`src/rtl/spi_req_arbiter_pkg.sv`:
```
// Shared definitions for the SPI request arbiter: FSM encoding, widths and the
// SPI word size shared with the serial master.
package spi_req_arbiter_pkg;

  function automatic int clog2(input int value);
    int result;
    int v;
    result = 0;
    v = value - 1;
    while (v > 0) begin
      result++;
      v = v >> 1;
    end
    return result;
  endfunction

  localparam int SPI_BITS = 4;
  localparam int MAX_NREQ = 8;
  localparam int GRANT_W  = clog2(MAX_NREQ);
  localparam int TIMER_W  = 8;

  typedef enum logic [2:0] {
    IDLE      = 3'd0,
    LOAD      = 3'd1,
    START     = 3'd2,
    WAIT_DONE = 3'd3,
    ACK       = 3'd4,
    ERR       = 3'd5
  } state_t;

endpackage

```
`src/rtl/spi_req_arbiter_rr_pick.sv`:
```
// Combinational round-robin picker: lowest asserted request at or above Ptr,
// otherwise the lowest asserted request overall (wrap-around).
module rr_pick
  import spi_req_arbiter_pkg::*;
#(
  parameter int NREQ = 4
) (
  input  logic [NREQ-1:0]    Req,
  input  logic [GRANT_W-1:0] Ptr,
  output logic               Valid,
  output logic [GRANT_W-1:0] Idx
);

  logic               hi_valid;
  logic [GRANT_W-1:0] hi_idx;
  logic [GRANT_W-1:0] lo_idx;

  // NOTE: every signal assigned in always_comb gets a default first so that no
  // path leaves it unassigned, which would otherwise infer a latch.
  always_comb begin
    hi_valid = 1'b0;
    hi_idx   = '0;
    lo_idx   = '0;
    Valid    = 1'b0;
    // Descending scan so the lowest matching index is the last one written.
    for (int i = NREQ - 1; i >= 0; i--) begin
      if (Req[i]) begin
        Valid  = 1'b1;
        lo_idx = GRANT_W'(i);
        if (GRANT_W'(i) >= Ptr) begin
          hi_valid = 1'b1;
          hi_idx   = GRANT_W'(i);
        end
      end
    end
    Idx = hi_valid ? hi_idx : lo_idx;
  end

endmodule

```
`src/rtl/spi_req_arbiter.sv`:
```
// Round-robin arbiter sharing one output-only SPI master among NREQ requesters;
// latches the granted word, starts the master and acknowledges or aborts.
module spi_req_arbiter
  import spi_req_arbiter_pkg::*;
#(
  parameter int NREQ    = 4,
  parameter int BITS    = SPI_BITS,
  parameter int TIMEOUT = 64
) (
  input  logic                 Clock,
  input  logic                 ResetN,
  input  logic [NREQ-1:0]      Req,
  input  logic [NREQ*BITS-1:0] ReqData,
  output logic [NREQ-1:0]      Ack,
  output logic                 Err,
  output logic                 Busy,
  output logic [GRANT_W-1:0]   GrantId,
  output logic                 MStart,
  output logic [BITS-1:0]      MData,
  input  logic                 MIdle,
  input  logic                 MDone
);

  state_t               state;
  logic [GRANT_W-1:0]   ptr;
  logic [TIMER_W-1:0]   timer;
  logic                 pick_valid;
  logic [GRANT_W-1:0]   pick_idx;
  logic [BITS-1:0]      pick_data;
  logic [NREQ-1:0]      grant_onehot;
  logic [GRANT_W-1:0]   next_ptr;

  rr_pick #(.NREQ(NREQ)) u_pick (
    .Req   (Req),
    .Ptr   (ptr),
    .Valid (pick_valid),
    .Idx   (pick_idx)
  );

  always_comb begin
    pick_data    = '0;
    grant_onehot = '0;
    for (int i = 0; i < NREQ; i++) begin
      if (pick_idx == GRANT_W'(i)) pick_data = ReqData[i*BITS +: BITS];
      if (GrantId == GRANT_W'(i))  grant_onehot[i] = 1'b1;
    end
    next_ptr = (GrantId == GRANT_W'(NREQ - 1)) ? '0 : GrantId + 1'b1;
  end

  // NOTE: sequential state uses non-blocking assignments only, so every
  // register samples the pre-edge values regardless of statement order.
  always_ff @(posedge Clock or negedge ResetN) begin
    if (!ResetN) begin
      state   <= IDLE;
      Ack     <= '0;
      Err     <= 1'b0;
      Busy    <= 1'b0;
      GrantId <= '0;
      MStart  <= 1'b0;
      MData   <= '0;
      ptr     <= '0;
      timer   <= '0;
    end else begin
      // Ack, Err and MStart are single-cycle pulses unless re-armed below.
      Ack    <= '0;
      Err    <= 1'b0;
      MStart <= 1'b0;
      case (state)
        IDLE: begin
          if (pick_valid) begin
            GrantId <= pick_idx;
            MData   <= pick_data;
            Busy    <= 1'b1;
            timer   <= '0;
            state   <= LOAD;
          end
        end
        LOAD: begin
          if (MIdle) begin
            MStart <= 1'b1;
            timer  <= '0;
            state  <= START;
          end else if (timer != '1) begin
            timer <= timer + 1'b1;
          end
        end
        START: begin
          timer <= '0;
          state <= WAIT_DONE;
        end
        WAIT_DONE: begin
          // A done arriving in the timeout cycle still completes the transfer.
          if (MDone) begin
            Ack   <= grant_onehot;
            state <= ACK;
          end else if (timer == TIMER_W'(TIMEOUT - 1)) begin
            Err   <= 1'b1;
            state <= ERR;
          end else if (timer != '1) begin
            timer <= timer + 1'b1;
          end
        end
        ACK, ERR: begin
          ptr   <= next_ptr;
          Busy  <= 1'b0;
          state <= IDLE;
        end
        default: begin
          Busy  <= 1'b0;
          state <= IDLE;
        end
      endcase
    end
  end

endmodule
```
`config.mk`:
```
export PLATFORM = sky130hd
export DESIGN_NAME = spi_req_arbiter
export DESIGN_NICKNAME = d
export VERILOG_FILES = /design/src/rtl/spi_req_arbiter_pkg.sv /design/src/rtl/spi_req_arbiter_rr_pick.sv /design/src/rtl/spi_req_arbiter.sv
export SDC_FILE = /design/constraint.sdc
export NUM_CORES = 1
export LEC_CHECK = 0
export ABC_AREA = 0
export BUFFER_PORTS_ARGS = -buffer_cell sky130_fd_sc_hd__buf_2
export CAP_MARGIN = 20
export CORE_MARGIN = 2
export CORE_UTILIZATION = 50
export DETAILED_ROUTE_END_ITERATION = 12
export GPL_TIMING_DRIVEN = 0
export PLACE_DENSITY = 0.76
export SYNTH_ARGS = -nofsm -noshare
export SYNTH_HDL_FRONTEND = slang
export SYNTH_SLANG_ARGS = --single-unit
```
`constraint.sdc`:
```
create_clock -name Clock -period 3.55 [get_ports Clock]
set_input_delay 0.355 -clock Clock [delete_from_list [all_inputs] [get_ports Clock]]
set_output_delay 0.355 -clock Clock [all_outputs]
set_load 0.01 [all_outputs]
```
# Yosys cells after proc, flatten, opt, wreduce, memory -nomap -nowiden
# Index checks and enable logic that the tools add are counted.
[word_totals] in_bits=24 output_inout_bits=14 reg_bits=28
[op_classes] bitwise=1 n_eq_ne=18 muxes=54 addsub=2 magnitude_cmp=4 n_reduce_logical=10
[ops] op="8-bit 2-to-1 mux" count=5
[ops] op="3-bit 2-to-1 mux" count=13
[ops] op="8-bit one-hot mux with 4 select lines" count=1
[ops] op="4-bit 2-to-1 mux" count=6
[ops] op="1-bit 2-to-1 mux" count=22
[ops] op="3-bit by 2-bit == test with 1-bit output (second input constant)" count=6
[ops] op="3-bit one-hot mux with 4 select lines" count=1
[ops] op="2-bit 2-to-1 mux" count=5
[ops] op="3-bit by 1-bit == test with 1-bit output (second input constant)" count=3
[ops] op="3-bit logical NOT" count=3
[ops] op="8-bit by 1-bit adder with 8-bit output (second input constant)" count=1
[ops] op="8-bit by 6-bit == test with 1-bit output (second input constant)" count=1
[ops] op="2-bit inequality test (second input constant)" count=4
[ops] op="8-bit inequality test (second input constant)" count=1
[ops] op="3-bit == test (second input constant)" count=2
[ops] op="1-bit by 3-bit greater-or-equal comparator with 1-bit output (first input constant)" count=2
[ops] op="2-bit by 3-bit greater-or-equal comparator with 1-bit output (first input constant)" count=2
[ops] op="2-bit AND reduction" count=2
[ops] op="4-bit AND reduction" count=1
[ops] op="4-bit nonzero test" count=1
[ops] op="3-bit by 1-bit adder with 3-bit output (second input constant)" count=1
[ops] op="3-bit inequality test (second input constant)" count=1
[ops] op="3-bit AND reduction" count=1
[ops] op="3-bit OR reduction" count=1
[ops] op="other kinds (3)" count=3

# Depth between registers and ports, before layout
# Gate-level depths: netlist of run 1.
[logic_depth] word_depth=15 ltp_mapped=6 mapped_depth_nobuf=6

# Cells and area by module
# Synthesis of run 1 repeated with hierarchy kept, for this count alone.
[hier_totals] cells_unflattened=160 hier_area_um2=1639.1
[by_module_without_submodules] mod="spi_req_arbiter" cells_per_inst=138 area_per_inst_um2=1517.7 instances=1
[by_module_without_submodules] mod="rr_pick" cells_per_inst=22 area_per_inst_um2=121.4 instances=1

# Worst setup path before layout of run 1
# OpenSTA, ideal clock, no wires.
[synth_timing] path_type="input to register" start="in Req[0]" end="reg timer[5]" required_time_ns=3.451 n_path_buf=0 slack_ns=1.883 t_arrival_ns=1.567 setup_ns=0.099 cell_stages=4 path_cell_list="or4_4 > o31ai_4 > a21oi_2 > a311oi_1"
[synth_via] elab_chain_len=3
[synth_rtl] element="start: declaration" line_no="spi_req_arbiter.sv:12" source="input logic [NREQ-1:0] Req,"
[synth_rtl] element="1-bit 2-to-1 mux" line_no="spi_req_arbiter_rr_pick.sv:27" source="if (Req[i]) begin"
[synth_rtl] element="2-bit inequality test (no source line)"
[synth_rtl] element="4-bit AND reduction (no source line)"
[synth_rtl] element="end signal: assignment" line_no="spi_req_arbiter.sv:84" source="timer <= timer + 1'b1;"
[synth_rtl] element="end signal: assignment" line_no="spi_req_arbiter.sv:100" source="timer <= timer + 1'b1;"
[synth_rtl] element="end: declaration" line_no="spi_req_arbiter.sv:26" source="logic [TIMER_W-1:0] timer;"
# Every way passes these cells.
# A chain may end at the register's enable or synchronous reset.

# Worst setup path in the final report of run 1
[layout_timing] start="reg state[1]" end="reg MData[1]"
[layout_via] elab_chain_len=2
[layout_rtl] element="start: declaration" line_no="spi_req_arbiter.sv:24" source="state_t state;"
[layout_rtl] element="start signal: assignment" line_no="spi_req_arbiter.sv:54" source="state <= IDLE;"
[layout_rtl] element="start signal: assignment" line_no="spi_req_arbiter.sv:75" source="state <= LOAD;"
[layout_rtl] element="start signal: assignment" line_no="spi_req_arbiter.sv:82" source="state <= START;"
[layout_rtl] element="3-bit logical NOT" line_no="spi_req_arbiter.sv:68" source="case (state)"
[layout_rtl] element="2-bit AND reduction (no source line)"
[layout_rtl] element="end signal: assignment" line_no="spi_req_arbiter.sv:72" source="MData <= pick_data;"
[layout_rtl] element="end: declaration" line_no="spi_req_arbiter.sv:19" source="output logic [BITS-1:0] MData,"
# Every way passes these cells.

==> out/metrics.csv, run 1 <==
metric,value,unit
root_buffer,clkbuf_4,
regArea,651,sq um
grt_pass1_wl,5.02,mm
clkSlewWorstSetupHoldPaths,0.14,ns
synth_flop_cell,dfrtp_1,
numCtsBuffers,3,
core_area,2760,sq um
post-synth-top-area-cell,dfrtp_1,
ys_seq_elements,26,
p_int,0.000658,W
required,3.78,ns
post-route-drc-count,0,
drt_wl_total,2.90,mm
post_drt_wl_per_cell,13.2,microns
nFillCells,235,
portBuffers,35,
slew_violations,0,
syn_avg_cell_area,9.72,sq um
cts_tree,done,
crit_fanout,10,
finalSetupViolations,0,
synth_cells,149,
synth-edff-count,0,
areaGrowthSynthToFinish,17.3,%
status,"finished, final reports clean",
antenna_found_initial,0,
vias,1210,
synth.most_common_cell,dfrtp_1,
ys_warn_count,0,
fp-row-count,19,
worstReg2RegStart,state[1],
netlist_area,1450,sq um
io_pins,38,
multi_input_area,724,sq um
die-height,57.8,microns
slew_headroom,61.9,%
hold_buffers,0,
placed_area,1660,sq um
start_util,52.5,%
p_leak,0.850,nW
combPwrFrac,47.1,%
pwr-share-seq,39.8,%
clock_skew,0.00348,ns
setup.worst_path.start_class,register,
clk_path_buf_depth,2,
dp_hpwl,2.23,mm
final_util,61.6,%
final_nets,218,
crit_start,state[1],
min_path_type,in -> async,
gp_congestion,0.817,
drt-pass1-iter-count,4,
worst_slew_pin_slew,0.571,ns
final_cell_area,1700,sq um
synth_area_leaders,"dfrtp_1, mux2i_1, nor2_1",
async_flop_share,100,%
die_area,3340,sq um
grt_max_degree,27,
via_per_inst,5.53,
power.density,658,nW/um^2
antennaDiodeCount,0,
ys_seq_area_share,44.9,%
period_minus_slack,1.78,ns
end_kind,register,
r2r_cells,5,
p_total,0.00112,W
drtAntennaViolNets,0,
power.switching,0.000460,W
cts_setup_buffers,0,
ir_drop,0.467,mV
ys_types,37,
synth_common_cells,"dfrtp_1, nor2_1, nand2_1",
synth_top_area_share,44.9,%
dieWidth,57.8,microns
ff2ff_setup_slack,1.77,ns
ctsResizeCount,0,
setup_tns,0,ns
clock.fmax,0.561,GHz
finalCritPeriodShare,50.2,%
holdWs,0.00927,ns
r2r_end,MData[1],
drive_gt1_share,27.7,%
clkLatencyLatePin,0.31,ns
cts_sinks,26,
grt.total_usage,19.1,%
maxCapViolCount,0,
grt.overflow.total,0,
crit_type,reg -> reg,
endpoint,MData[1],
hold_violations,0,
h-tree-depth,1,
rsz0062_at_grt,no,
syn_nets,178,
cp.arrival,2.01,ns
switching_share,41.1,%
drt_first_iter_violations,65,
grt_pass1_vias,1224,
pwr-share-clk,13.1,%
-- sequential cells by signal, indices dropped and copies added, names as in the netlist --
register  count
MStart        1
GrantId       2
state         3
ptr           2
Ack           4
timer         8
MData         4
Err           1
Busy          1
-- kinds of logic (layout without fill, tap and decap cells) --
kind of cell / count (synthesis) / in the layout / synth area share [%]
XOR/XNOR: 4 / 4 / 2.42
multiplexers: 10 / 10 / 7.00
AO/OA/AOI/OAI: 33 / 33 / 17.3
buffers and inverters: 15 / 54 / 5.09
flip-flops: 26 / 26 / 44.9
other: 1 / 1 / 0.259
AND/OR/NAND/NOR: 55 / 55 / 18.7
adder cells (fa/ha/maj): 5 / 5 / 4.32
-- worst max-delay path: stages, from the launching register on --
cell and delay, ns:
dfrtp_1 0.45, buf_4 0.19, nor3_1 0.26, nand2_1 0.23, or2_1 0.35, o221ai_1 0.22
-- layout by cell type, fill, tap and decap left out, types with 2 or more instances in the layout --
| cell type | instances |
|---|---|
| a211oi_1 | 3 |
| a21oi_1 | 10 |
| and3_1 | 4 |
| buf_2 | 35 |
| buf_4 | 3 |
| clkbuf_2 | 2 |
| clkbuf_4 | 4 |
| dfrtp_1 | 26 |
| ha_1 | 5 |
| inv_1 | 9 |
| mux2i_1 | 9 |
| nand2_1 | 14 |
| nand3_1 | 4 |
| nand3b_1 | 5 |
| nor2_1 | 17 |
| nor3_1 | 3 |
| o211ai_1 | 2 |
| o21ai_0 | 5 |
| o221ai_1 | 4 |
| o31ai_1 | 2 |
| xnor2_1 | 4 |
-- power by group through the flow --
stage	Sequential, W	Clock [W]	Combinational, W
2_1_floorplan	0.000461	0	0.000363
6_report	0.000446	0.000146	0.000527
5_1_grt	0.000456	0.000165	0.000596
3_5_place_dp	0.000450	0	0.000527
3_3_place_gp	0.000449	0	0.000498
4_1_cts	0.000446	0.000151	0.000528
-- worst min-delay path by stage --
stage / from / endpoint / cells after the start
finish: ResetN / state[0] / 1
global route: ResetN / state[0] / 1
CTS: ResetN / state[0] / 1
detailed placement: ResetN / state[0] / 1
global placement: ResetN / state[0] / 1
floorplan: ResetN / Ack[0] / 0
-- area by class of cell --
type | count | share of cell area, %
multi-input combinational | 108 | 42.6
sequential | 26 | 38.3
timing repair buffer | 35 | 10.3
buffer | 6 | 2.36
tap | 31 | 2.28
clock buffer | 4 | 2.14
inverter | 9 | 1.99
-- routing by layer --
metal | up-vias | share of wire [%] | GRT usage [%] | routed length (microns)
li1 | 604 | - | - | -
met1 | 562 | 44 | 24.1 | 1280
met2 | 40 | 50 | 32.8 | 1440
met3 | 4 | 5.0 | 3.13 | 145
met4 | 0 | 1.2 | 7.64 | 34
met5 | - | 0 | 0 | 0
-- stage by stage --
stage / instances / setup WS [ns]
floorplan: 149 / 1.88
global placement: 215 / 1.66
detailed placement: 215 / 1.63
CTS: 219 / 1.77
global route: 219 / 1.63
finish: 219 / 1.77
(Power assumes the default switching activity.)
==> inputs of run 2 (changes only) <==
--- a/config.mk
+++ b/config.mk
@@ -5,14 +5,14 @@
 export SDC_FILE = /design/constraint.sdc
 export NUM_CORES = 1
 export LEC_CHECK = 0
-export ABC_AREA = 0
+export ABC_AREA = 1
 export BUFFER_PORTS_ARGS = -buffer_cell sky130_fd_sc_hd__buf_2
 export CAP_MARGIN = 20
 export CORE_MARGIN = 2
-export CORE_UTILIZATION = 50
+export CORE_UTILIZATION = 48
 export DETAILED_ROUTE_END_ITERATION = 12
 export GPL_TIMING_DRIVEN = 0
-export PLACE_DENSITY = 0.76
+export PLACE_DENSITY = 0.75
 export SYNTH_ARGS = -nofsm -noshare
 export SYNTH_HDL_FRONTEND = slang
 export SYNTH_SLANG_ARGS = --single-unit
==> constraint.sdc (replaced) <==
create_clock -name Clock -period 1.4 [get_ports Clock]
set_input_delay 0.14 -clock Clock [delete_from_list [all_inputs] [get_ports Clock]]
set_output_delay 0.14 -clock Clock [all_outputs]
set_load 0.01 [all_outputs]
==> run 2 against run 1 <==
Effect of this change:
- via count is 36% higher
- clock power grew to 2.5 times the previous value
- largest power group unchanged
- sequential share of layout area is 8.7 points lower
- clock skew is 0.0031 ns higher
- total power grew to 3.4 times the previous value
- count of clock-buffer cells in the layout stayed put
- the run now ends with setup timing left
- highest routed layer unchanged
==> out/metrics.csv, run 2 <==
metric,value,unit
status,"finished, violations left",
violations,setup timing,
io_pins,38,
crit_type,reg -> reg,
drtAntennaViolNets,0,
period_minus_slack,1.54,ns
clkLatencyLatePin,0.31,ns
hold_violations,0,
combPwrFrac,59.0,%
pwr-share-seq,31.2,%
synth.most_common_cell,nand2_1,
antenna_found_initial,0,
clkSlewWorstSetupHoldPaths,0.13,ns
dieWidth,62.0,microns
post-synth-top-area-cell,dfrtp_1,
ir_drop,0.982,mV
holdWs,0.0634,ns
async_flop_share,100,%
final_cell_mix,"nand2_1, buf_2, inv_1",
netlist_area,1610,sq um
final_cell_area,2210,sq um
ys_seq_area_share,40.3,%
drt_first_iter_violations,124,
rsz0062_at_grt,yes,
root_buffer,clkbuf_4,
finalSetupViolations,11,
post_drt_wl_per_cell,12.5,microns
synth-edff-count,0,
grt_pass1_wl,5.93,mm
largest_reg_flops,8,
min_path_type,in -> reg,
pwr-share-clk,9.8,%
power.switching,0.00173,W
die_area,3840,sq um
post-route-drc-count,0,
grt_pass1_vias,1343,
ys_warn_count,0,
slew_headroom,61.6,%
numCtsBuffers,3,
vias,1646,
crit_fanout,3,
fp-row-count,21,
cp.arrival,1.75,ns
nFillCells,263,
ys_types,27,
gp_congestion,0.812,
synth_top_area_share,40.3,%
setup.worst_path.start_class,register,
synth_area_leaders,"dfrtp_1, nand2_1, inv_1",
regArea,653,sq um
maxCapViolCount,0,
cts_sinks,26,
top_regs,"timer x8, Ack x4, MData x4",
synth_common_cells,"nand2_1, inv_1, dfrtp_1",
clk_path_buf_depth,2,
final_common_cell,nand2_1,
required,1.61,ns
setup_ws,-0.142,ns
ys_seq_elements,26,
synth_flop_cell,dfrtp_1,
drt-pass1-iter-count,4,
clock_skew,0.00653,ns
switching_share,46.1,%
grt.total_usage,20.7,%
p_leak,1.18,nW
multi_input_area,968,sq um
core_area,3280,sq um
start_util,49.1,%
areaGrowthSynthToFinish,36.7,%
syn_nets,252,
power.density,1700,nW/um^2
synth_cells,223,
end_kind,register,
slew_violations,0,
final_nets,312,
dp_hpwl,2.49,mm
placed_area,1850,sq um
h-tree-depth,1,
antennaDiodeCount,0,
cts_tree,done,
grt.overflow.total,0,
p_int,0.00203,W
drive_gt1_share,40.1,%
setup_tns,-1.21,ns
drt_wl_total,4.11,mm
finalCritPeriodShare,110,%
clock.fmax,0.648,GHz
grt_max_degree,27,
syn_avg_cell_area,7.24,sq um
via_per_inst,5.02,
die-height,62.0,microns
worst_slew_pin_slew,0.576,ns
largest_register,timer,
portBuffers,36,
[run 2: power groups by stage]
stage | registers [W] | logic, W | clock network (W)
after CTS | 0.00115 | 0.00190 | 0.000394
after detailed placement | 0.00116 | 0.00164 | 0
after global placement | 0.00115 | 0.00161 | 0
final | 0.00118 | 0.00222 | 0.000368
after floorplan | 0.00120 | 0.00116 | 0
after global routing | 0.00120 | 0.00245 | 0.000422
[run 2: repair_timing]
| item | CTS | global route |
|---|---|---|
| endpoints found under the setup margin | 16 | 18 |
| gates resized for setup | 18 | 35 |
| pin swaps | 5 | 9 |
| endpoints found under the hold margin | 26 | 0 |
| buffers inserted | 12 | 6 |
| cloned | 0 | 1 |
| hold buffers | 1 | 0 |
[run 2: layout make-up]
| type | count | area share, % |
|---|---|---|
| clock buffer | 4 | 1.64 |
| buffer | 2 | 0.680 |
| sequential | 26 | 29.6 |
| timing repair buffer | 54 | 14.9 |
| inverter | 38 | 6.69 |
| multi-input combinational | 158 | 43.9 |
| tap | 46 | 2.61 |
[run 2: per-layer routing]
| layer | track usage [%] | routed length [microns] | vias up |
|---|---|---|---|
| met5 | 0 | 0 | - |
| met4 | 6.08 | 68 | 0 |
| met3 | 2.90 | 186 | 8 |
| met2 | 34.1 | 2030 | 44 |
| met1 | 28.4 | 1820 | 767 |
| li1 | - | - | 827 |
[run 2: logic make-up (layout without fill, tap and decap cells)]
group                      after synthesis  after routing  synth area share, %
AOI/OAI and AO/OA                       27             27                 8.45
adders and majority gates                5              5                 3.88
buffers and inverters                   40             98                 9.77
DFF                                     26             26                 40.3
other                                    1              1                0.232
and+or+nand+nor                        124            125                 37.4
[run 2: path summary, 6_finish.rpt]
check	startpoint	end	slack, ns	cells past startpoint
worst min register to register	Busy	Busy	0.49	2
worst max-delay path	timer[0]	state[1]	-0.14	8
min in group asynchronous	ResetN	Ack[0]	0.33	2
worst max register to register	timer[0]	state[1]	-0.14	8
max in group asynchronous	ResetN	state[1]	0.66	2
worst min-delay path	MDone	Err	0.06	2
[run 2: critical path, stage by stage, from the launching register on]
cell	delay, ns
dfrtp_1	0.43
ha_4	0.17
nand3_4	0.12
nor3_4	0.22
buf_4	0.17
nand2_2	0.04
and2_4	0.15
inv_1	0.08
nand2_1	0.07
[run 2: through the flow]
| step | setup slack (ns) | power, W | util [%] | instances |
|---|---|---|---|---|
| 4_1_cts | -0.0577 | 0.00344 | 62.7 | 322 |
| 3_3_place_gp | -0.191 | 0.00277 | 56.4 | 305 |
| 2_1_floorplan | -0.00443 | 0.00236 | - | 223 |
| 3_5_place_dp | -0.216 | 0.00280 | 56.4 | 305 |
| 6_report | -0.142 | 0.00376 | 67.2 | 328 |
| 5_1_grt | -0.212 | 0.00407 | 67.2 | 328 |
==> inputs of run 3 (changes only) <==
--- a/config.mk
+++ b/config.mk
@@ -9,10 +9,9 @@
 export BUFFER_PORTS_ARGS = -buffer_cell sky130_fd_sc_hd__buf_2
 export CAP_MARGIN = 20
 export CORE_MARGIN = 2
-export CORE_UTILIZATION = 48
+export CORE_UTILIZATION = 35
 export DETAILED_ROUTE_END_ITERATION = 12
 export GPL_TIMING_DRIVEN = 0
-export PLACE_DENSITY = 0.75
 export SYNTH_ARGS = -nofsm -noshare
 export SYNTH_HDL_FRONTEND = slang
 export SYNTH_SLANG_ARGS = --single-unit
==> run 3 against run 2 <==
Effect of this change:
- critical path type unchanged
- maximum frequency grew 6.1%
- the run still ends with setup timing left
- hold slack better by 0.067 ns
- highest routed layer unchanged
- wire length decreased by 11%
==> out/metrics.csv, run 3 (synthesized netlist as in run 2, its figures left out) <==
metric,value,unit
clk_path_buf_depth,2,
period_minus_slack,1.45,ns
drt_wl_total,3.66,mm
required,1.58,ns
setup_tns,-0.218,ns
power.density,1720,nW/um^2
finalCritPeriodShare,104,%
antennaDiodeCount,0,
hold_path_depth,2,
grt.overflow.total,0,
end_kind,register,
cts_sinks,26,
drive_gt1_share,38.2,%
switching_share,45.2,%
largest_register,timer,
drt_first_iter_violations,65,
slowest_stage,dfrtp_1,
dp_hpwl,2.60,mm
crit_type,reg -> reg,
min_path_type,in -> reg,
cp_cell_sequence,ha_4 > nand3_4 > nor3_4 > nand3_4 > buf_6 > nand4_1 > nand2_1 > inv_1 > nor2_1,
via_per_inst,4.81,
cts_tree,done,
crit_top_cell,nand3_4,
clock_skew,0.00934,ns
die_area,5170,sq um
slew_violations,0,
clock.fmax,0.688,GHz
p_leak,1.19,nW
combPwrFrac,56.5,%
r2r_cells,9,
crit_fanout,3,
path_delay_family,simple AND/OR/NAND/NOR gates,
hp-start,MDone,
top_regs,"timer x8, Ack x4, MData x4",
place_inst,311,
slew_headroom,60.9,%
antenna_found_initial,0,
critPathBufInv,2,
final_cell_area,2220,sq um
largest_reg_flops,8,
final_cell_mix,"nand2_1, buf_2, inv_1",
pwr-share-seq,30.7,%
clkLatencyLatePin,0.27,ns
whs_endpoint,Err,
p_int,0.00209,W
pwr-share-clk,12.8,%
die-height,71.9,microns
cpPeakStageDelay,0.41,ns
areaGrowthSynthToFinish,37.5,%
post_drt_wl_per_cell,11.0,microns
grt.total_usage,14.8,%
hold_violations,0,
clkSlewWorstSetupHoldPaths,0.09,ns
grt_pass1_vias,1450,
drtAntennaViolNets,0,
worstReg2RegStart,timer[1],
dieWidth,71.9,microns
start_util,36.8,%
finalSetupViolations,10,
gp_congestion,0.829,
setup_ws,-0.0533,ns
power.switching,0.00172,W
fp-row-count,24,
cp.arrival,1.63,ns
ff2ff_setup_slack,-0.05,ns
maxCapViolCount,0,
vias,1598,
setup.worst_path.start_class,register,
root_buffer,clkbuf_8,
final_cells,332,
violations,setup timing,
grt_max_degree,27,
worst_slew_pin_slew,0.587,ns
h-tree-depth,1,
drt-pass1-iter-count,4,
final_nets,310,
numCtsBuffers,3,
r2r_end,timer[5],
core_area,4380,sq um
ir_drop,0.566,mV
final_util,50.6,%
grt_pass1_wl,6.22,mm
status,"finished, violations left",
portBuffers,36,
rsz0062_at_grt,yes,
pre_cts_ws,-0.216,ns
io_pins,38,
placed_area,1860,sq um
post-route-drc-count,0,
final_common_cell,nand2_1,
==> run 3: cell types whose count changed in the layout (fill, tap and decap cells not counted), moves of 2 or more <==
cell / delta
clkbuf_4: -4
dfrtp_2: -2
nor2_4: +2
buf_4: -2
dfrtp_1: +2
nand2_2: -3
nand2_1: +4
clkbuf_8: +3
==> run 3: timing repair <==
action | 4_1_cts | 5_1_grt
resized for setup | 19 | 30
setup endpoints to repair | 16 | 18
endpoints found under the hold margin | 26 | 0
buffers inserted | 6 | 8
pin swaps | 6 | 7
hold buffers | 1 | 0
gates cloned | 0 | 2
==> run 3: area by class of cell <==
| class | count | area, sq um |
|---|---|---|
| Buffer | 2 | 12.5 |
| Sequential cell | 26 | 651 |
| Tap cell | 52 | 65.1 |
| Inverter | 38 | 153 |
| Fill cell | 441 | 2160 |
| Multi-Input combinational cell | 159 | 981 |
| Timing Repair Buffer | 51 | 303 |
| Clock buffer | 4 | 55.1 |
==> run 3: worst max path at each step <==
stage	start	end	slack [ns]	depth (start not counted)
4_1_cts	timer[1]	timer[5]	-0.1	9
3_5_place_dp	timer[0]	timer[1]	-0.22	8
5_1_grt	state[2]	timer[0]	-0.16	11
2_1_floorplan	timer[0]	timer[1]	-0.004	8
6_report	timer[1]	timer[5]	-0.05	9
3_3_place_gp	timer[0]	timer[1]	-0.22	8
==> run 3: layer usage <==
metal	vias up	GRT usage [%]	part of all wire [%]
li1	826	-	-
met1	731	19.6	47
met2	32	24.9	47
met3	9	2.50	4.0
met4	0	4.40	2.0
met5	-	0	0
==> run 3: worst register-to-register path, delay by kind of cell (launching register included) <==
kind | cells | cell delay, ns
adders and majority gates | 1 | 0.17
and+or+nand+nor | 6 | 0.59
buffers and inverters | 2 | 0.20
DFF | 1 | 0.41
==> run 3: power groups by stage <==
stage	combinational [W]	sequential, W	clock [W]
detailed placement	0.00165	0.00116	0
floorplan	0.00116	0.00120	0
global placement	0.00164	0.00116	0
global route	0.00243	0.00120	0.000541
CTS	0.00188	0.00115	0.000506
finish	0.00215	0.00117	0.000486
==> run 3: metrics by stage <==
stage / power [W] / hold WS (ns)
CTS: 0.00354 / 0.105
global route: 0.00417 / 0.132
finish: 0.00381 / 0.131
detailed placement: 0.00281 / 0.188
global placement: 0.00279 / 0.176
floorplan: 0.00236 / -0.156
